===== src/rtl/bsg_upstream_ch_if.sv =====
// Handshake/bus bundle for the BSG narrow-link upstream (transmit) channel.
//   core_data_in   : word from the core producer
//   core_valid_in  : word present
//   core_ready_out : channel can accept the word this cycle
//   io_data_out    : current serialized beat (registered)
//   io_valid_out   : beat valid (registered)
//   io_token_in    : one-cycle credit-return pulse from the remote channel
// master = the upstream channel itself, slave = its environment (core + pads).
interface bsg_upstream_ch_if #(
  parameter int CORE_W = 32,
  parameter int IO_W   = 8
);
  logic [CORE_W-1:0] core_data_in;
  logic              core_valid_in;
  logic              core_ready_out;
  logic [IO_W-1:0]   io_data_out;
  logic              io_valid_out;
  logic              io_token_in;

  modport master (
    input  core_data_in, core_valid_in, io_token_in,
    output core_ready_out, io_data_out, io_valid_out
  );

  modport slave (
    output core_data_in, core_valid_in, io_token_in,
    input  core_ready_out, io_data_out, io_valid_out
  );
endinterface


===== src/rtl/bsg_upstream_ch.sv =====
// Transmit end of the BSG narrow link. Accepts CORE_W-bit words over a
// valid/ready handshake, serializes each into BEATS beats of IO_W bits
// (least-significant beat first) and paces words with a credit counter that
// the remote downstream channel replenishes with token pulses.
// Ports:
//   clk, rst   : clock, asynchronous active-high reset
//   ch         : core/io handshake bundle (master side)
//   credit_cnt : credits (remote words of buffer space) currently available
//   credit_err : sticky, a token arrived while the counter was already full
// CORE_W must equal IO_W * BEATS, and the interface instance must be built
// with the same CORE_W/IO_W.
module bsg_upstream_ch #(
  parameter int CORE_W  = 32,
  parameter int IO_W    = 8,
  parameter int BEATS   = 4,
  parameter int CREDITS = 32
) (
  input  logic                         clk,
  input  logic                         rst,
  bsg_upstream_ch_if.master            ch,
  output logic [$clog2(CREDITS+1)-1:0] credit_cnt,
  output logic                         credit_err
);

  localparam int CW = $clog2(CREDITS + 1);
  localparam int BW = (BEATS > 1) ? $clog2(BEATS) : 1;
  localparam logic [BW-1:0] LAST_BEAT = BW'(BEATS - 1);
  localparam logic [CW-1:0] CRED_MAX  = CW'(CREDITS);

  typedef enum logic {IDLE, SEND} state_t;

  state_t            state_q, state_d;
  logic [BW-1:0]     beat_q, beat_d;
  logic [CORE_W-1:0] shift_q, shift_d;
  logic [IO_W-1:0]   data_q, data_d;
  logic              valid_q, valid_d;
  logic [CW-1:0]     cnt_q, cnt_d;
  logic              err_q, err_d;

  logic ready;
  logic accept;

  // Ready looks at the registered count only, so a token landing while the
  // count is zero cannot open the gate in that same cycle.
  assign ready  = ((state_q == IDLE) || (beat_q == LAST_BEAT)) && (cnt_q != '0);
  assign accept = ch.core_valid_in && ready;

  // The shift register holds the not-yet-sent upper beats; the io register
  // is loaded one beat ahead so io_data_out is a clean flop output.
  always_comb begin
    state_d = state_q;
    beat_d  = beat_q;
    shift_d = shift_q;
    data_d  = data_q;
    valid_d = valid_q;

    unique case (state_q)
      IDLE: begin
        data_d  = '0;
        valid_d = 1'b0;
        if (accept) begin
          state_d = SEND;
          beat_d  = '0;
          shift_d = ch.core_data_in;
          data_d  = ch.core_data_in[IO_W-1:0];
          valid_d = 1'b1;
        end
      end
      SEND: begin
        if (beat_q == LAST_BEAT) begin
          if (accept) begin
            // Reload on the last beat keeps io_valid_out continuous.
            beat_d  = '0;
            shift_d = ch.core_data_in;
            data_d  = ch.core_data_in[IO_W-1:0];
            valid_d = 1'b1;
          end else begin
            state_d = IDLE;
            beat_d  = '0;
            data_d  = '0;
            valid_d = 1'b0;
          end
        end else begin
          beat_d  = beat_q + BW'(1);
          shift_d = shift_q >> IO_W;
          data_d  = shift_q[IO_W +: IO_W];
          valid_d = 1'b1;
        end
      end
      default: begin
        state_d = IDLE;
        beat_d  = '0;
        data_d  = '0;
        valid_d = 1'b0;
      end
    endcase
  end

  // Credit accounting: accept and token in the same cycle cancel out; a token
  // on a full counter is an overflow that holds the count and latches err.
  always_comb begin
    cnt_d = cnt_q;
    err_d = err_q;
    if (accept && !ch.io_token_in) begin
      cnt_d = cnt_q - CW'(1);
    end else if (!accept && ch.io_token_in) begin
      if (cnt_q == CRED_MAX) begin
        err_d = 1'b1;
      end else begin
        cnt_d = cnt_q + CW'(1);
      end
    end
  end

  always_ff @(posedge clk or posedge rst) begin
    if (rst) begin
      state_q <= IDLE;
      beat_q  <= '0;
      shift_q <= '0;
      data_q  <= '0;
      valid_q <= 1'b0;
      cnt_q   <= CRED_MAX;
      err_q   <= 1'b0;
    end else begin
      state_q <= state_d;
      beat_q  <= beat_d;
      shift_q <= shift_d;
      data_q  <= data_d;
      valid_q <= valid_d;
      cnt_q   <= cnt_d;
      err_q   <= err_d;
    end
  end

  assign ch.core_ready_out = ready;
  assign ch.io_data_out    = data_q;
  assign ch.io_valid_out   = valid_q;
  assign credit_cnt        = cnt_q;
  assign credit_err        = err_q;

endmodule


===== src/flat_wrapper.sv =====
// flat-port wrapper written by rule: the top's interface ports become plain ports
module bsg_upstream_ch_flat 
#(
  parameter int CORE_W  = 32,
  parameter int IO_W    = 8,
  parameter int BEATS   = 4,
  parameter int CREDITS = 32
)
  (clk, rst, credit_cnt, credit_err, ch_core_data_in, ch_core_valid_in, ch_io_token_in, ch_core_ready_out, ch_io_data_out, ch_io_valid_out);
  bsg_upstream_ch_if #(.CORE_W(CORE_W), .IO_W(IO_W)) ch_i ();
  input  logic clk;
  input  logic rst;
  output logic [$clog2(CREDITS+1)-1:0] credit_cnt;
  output logic credit_err;
  input wire logic [$bits(ch_i.core_data_in)-1:0] ch_core_data_in;
  input wire logic [$bits(ch_i.core_valid_in)-1:0] ch_core_valid_in;
  input wire logic [$bits(ch_i.io_token_in)-1:0] ch_io_token_in;
  output wire logic [$bits(ch_i.core_ready_out)-1:0] ch_core_ready_out;
  output wire logic [$bits(ch_i.io_data_out)-1:0] ch_io_data_out;
  output wire logic [$bits(ch_i.io_valid_out)-1:0] ch_io_valid_out;
  assign ch_i.core_data_in = ch_core_data_in;
  assign ch_i.core_valid_in = ch_core_valid_in;
  assign ch_i.io_token_in = ch_io_token_in;
  assign ch_core_ready_out = ch_i.core_ready_out;
  assign ch_io_data_out = ch_i.io_data_out;
  assign ch_io_valid_out = ch_i.io_valid_out;
  bsg_upstream_ch #(.CORE_W(CORE_W), .IO_W(IO_W), .BEATS(BEATS), .CREDITS(CREDITS)) u_core (.clk(clk), .rst(rst), .ch(ch_i), .credit_cnt(credit_cnt), .credit_err(credit_err));
endmodule

===== config.mk =====
export PLATFORM = sky130hd
export DESIGN_NAME = bsg_upstream_ch_flat
export DESIGN_NICKNAME = d
export VERILOG_FILES = /design/src/rtl/bsg_upstream_ch_if.sv /design/src/rtl/bsg_upstream_ch.sv /design/src/flat_wrapper.sv
export SDC_FILE = /design/constraint.sdc
export NUM_CORES = 1
export LEC_CHECK = 0
export BUFFER_PORTS_ARGS = -buffer_cell sky130_fd_sc_hd__buf_4
export CAP_MARGIN = 20
export CORE_UTILIZATION = 59
export CTS_BUF_LIST = sky130_fd_sc_hd__clkbuf_8
export CTS_CLUSTER_DIAMETER = 60
export CTS_CLUSTER_SIZE = 16
export DETAILED_ROUTE_END_ITERATION = 6
export PLACE_DENSITY = 0.92
export SLEW_MARGIN = 15
export SYNTH_ARGS = -nofsm -noshare
export SYNTH_HDL_FRONTEND = slang
export SYNTH_SLANG_ARGS = --single-unit
export TNS_END_PERCENT = 1

===== constraint.sdc =====
create_clock -name clk -period 9.7 [get_ports clk]
set_clock_uncertainty 0.15 [all_clocks]
set_input_delay 1.455 -clock clk [delete_from_list [all_inputs] [get_ports clk]]
set_output_delay 1.455 -clock clk [all_outputs]
set_load 0.01 [all_outputs]

==> reports/results.txt <==
total power draw: 0.8287 mW
# DRC: 0
Setup Crit Path Kind: flop to flop
sw power: 0.3346 mW
initial drt markers: 93
CP max FO: 29
Die H: 61.46 um
clock buffer depth: 2
Post-synth EDFFs: 0
Final Critical Period: 3.658 ns
clk slew on worst S/H paths: 0.08 ns
Internal: 0.4941 mW
worst setup margin: 6.042 ns
compound-cell area share of the yosys netlist: 22.02%
clk_lat worst skew: 0.30 ns
first-pass GRT wire length: 6603 um
Total GRT Usage: 24.43%
Reg2Reg Setup Slack: 6.04 ns
clk sink count: 42
leakage dissipation: 1.197 nW
hold buffer count at CTS: 0
Post-CTS Resized: 0
Simple-Gate Fraction of Synth Area: 14.76%
detailed-route wire length per cell: 13.86 um
actual slew at the worst max-slew pin: 0.9664 ns
period utilization: 37.71%
switch share: 40.38%
Slew Limit Headroom: 35.28%
fraction of layout instances using a drive strength above 1: 30.62%
Worst Path Required: 9.77 ns
Die ar.: 0.003777 sq mm
outcome: finished clean
Post-CTS Setup Inserts: 0
Synth Area in XOR/XNOR: 3.359%
Critical Path Sink: u_core.credit_cnt[4]$_DFFE_PP0P_
Die W: 61.46 um
Comb pwr share: 45.6%
initial core utilization: 62.02%
Synth Warn #: 0
pre-CTS setup slack: 5.961 ns
fmax: 0.2734 GHz
Flop pwr share: 40.4%
post-synthesis mux area share: 0.5399%
vias in the first global route: 1486
Final TNS setup: 0 ns
RePlAce Congestion: 0.7910
library cells used by synthesis: 36
Max Cap Viol: 0
initial antenna violation count: 0
largest family of logic cells by synthesized area: compound AO/OA/AOI/OAI gates
post-synthesis sequential area ratio: 50.45%
CP Launch Type: flop
Rows: 21
Post-Syn Nets: 253
Num CTS Buffers: 5
adder-cell area share of the yosys netlist: 2.999%
netlist area before placement: 0.002086 sq mm
commonest non-fill, non-tap cell in the layout: buf_4
Detail Route Antenna Nets: 0
wirelength, routed: 4212 um
largest net degree at the start of global routing: 43
grt ovf: 0
final net count: 298
HPWL Detailed: 2771 um
synthesized flop and latch total: 42
most frequent cells in the layout: 55 x buf_4, 41 x dfrtp_1, 37 x nand2_1
Slew Limit Fails: 0
Core Area: 0.003363 sq mm
I/O pins: 53
critical path launch point: u_core.beat_q[0]$_DFFE_PP0P_
Worst IR Drop VDD: 169.5 uV
predominant post-synthesis flop cell: dfrtp_1
unrepaired setup endpoints after global routing: false
CP endpoint kind: flop
diode count: 0
Cell Pwr Density: 325.5 mW/mm^2
Arrival @ worst endpoint: 3.73 ns
syn avg cell area: 9.838 sq um
worst hold path class: flop to flop
Synth Instances: 212
async set-reset flop share out of synthesis: 100.0%
final setup vio count: 0
CTS tree: done
worst r2r dst: u_core.credit_cnt[4]$_DFFE_PP0P_
Hold Vio Cnt, Final: 0
clock power share: 14.1%
reg2reg start: u_core.beat_q[0]$_DFFE_PP0P_
r2r worst-path depth: 9
Layout area overhead: 22.08%
TritonRoute pass-1 iters: 4
vias: 1661
Via density: 5.464
H-tree depth: 2
Root Buffer: clkbuf_8
Port Buffers: 52
## worst min-delay path by stage
stage | from | to | slack, ns | cells past startpoint
final | u_core.credit_err$_DFFE_PP0P_ | u_core.credit_err$_DFFE_PP0P_ | 0.33 | 1
after global routing | u_core.credit_err$_DFFE_PP0P_ | u_core.credit_err$_DFFE_PP0P_ | 0.35 | 1
after CTS | u_core.credit_err$_DFFE_PP0P_ | u_core.credit_err$_DFFE_PP0P_ | 0.34 | 1
after detailed placement | u_core.credit_err$_DFFE_PP0P_ | u_core.credit_err$_DFFE_PP0P_ | 0.31 | 1
after global placement | u_core.credit_err$_DFFE_PP0P_ | u_core.credit_err$_DFFE_PP0P_ | 0.32 | 1
after floorplan | u_core.shift_q[8]$_DFF_PP0_ | u_core.ch.io_data_out[0]$_DFF_PP0_ | 0.32 | 1
## final cells by class
type	count	area (sq um)
clock buffer	6	82.58
clock inverter	2	12.51
fill	240	817.0
inverter	4	15.01
multi-input combinational	149	913.4
sequential	42	1052
tap	46	57.56
timing repair buffer	55	412.9
## power groups by stage
| stage | clock network [mW] | logic, mW | registers [mW] |
|---|---|---|---|
| floorplan | 0 | 0.292 | 0.318 |
| global placement | 0 | 0.359 | 0.332 |
| detailed placement | 0 | 0.372 | 0.336 |
| CTS | 0.117 | 0.379 | 0.333 |
| global route | 0.128 | 0.421 | 0.347 |
| finish | 0.117 | 0.378 | 0.335 |
## per-stage QoR
step           hold slack, ns  utilization [%]  cell area [sq um]  instances
2_1_floorplan          0.3230                -               2086        212
3_3_place_gp           0.3235            72.66               2444        295
3_5_place_dp           0.3114            72.88               2451        296
4_1_cts                0.3366            75.71               2546        304
5_1_grt                0.3547            75.71               2546        304
6_report               0.3344            75.71               2546        304
## cell usage after synthesis, types with 2 or more instances
cell type,number,area share [%]
a21boi_0,2,0.72
a21oi_1,35,8.4
a22o_1,8,3.4
and3b_1,2,0.84
buf_2,2,0.48
buf_6,4,2.2
clkbuf_1,10,1.8
dfrtp_1,41,49
ha_1,5,3.0
inv_1,4,0.72
nand2_1,37,6.7
nand2b_1,4,1.2
nor2_1,18,3.2
nor2b_1,3,0.90
o21ai_0,2,0.48
o21ai_2,9,3.8
xnor2_1,3,1.3
xor2_1,5,2.1
## cell families (layout without fill, tap and decap cells)
family	count (synthesis)	after routing
AND/OR/NAND/NOR	68	68
AO/OA/AOI/OAI	67	67
flip-flops	42	42
buffers and inverters	21	67
XOR/XNOR	8	8
adder cells (fa/ha/maj)	5	5
multiplexers	1	1
## worst max-delay path, cell delays in order, from the launching register on
cell and delay (ns):
dfrtp_1 0.40, ha_1 0.19, nand2b_1 0.73, o311a_1 0.29, buf_4 0.33, ha_1 0.46, nor2_1 0.11, a31oi_1 0.47
a21boi_0 0.28, xor2_1 0.15
## flip-flops by register name (all words and copies together) (netlist names)
register and cells:
u_core.beat_q 2, u_core.ch.io_data_out 8, u_core.credit_cnt 6, u_core.credit_err 1, u_core.shift_q 24, u_core.state_q 1
## layer usage
metal	routed length (um)	vias up	GRT usage (%)
li1	-	817	-
met1	1879	774	32.60
met2	2003	60	37.73
met3	252	10	7.143
met4	76	0	9.841
met5	0	-	0
Power figures use the tool's default switching activity.
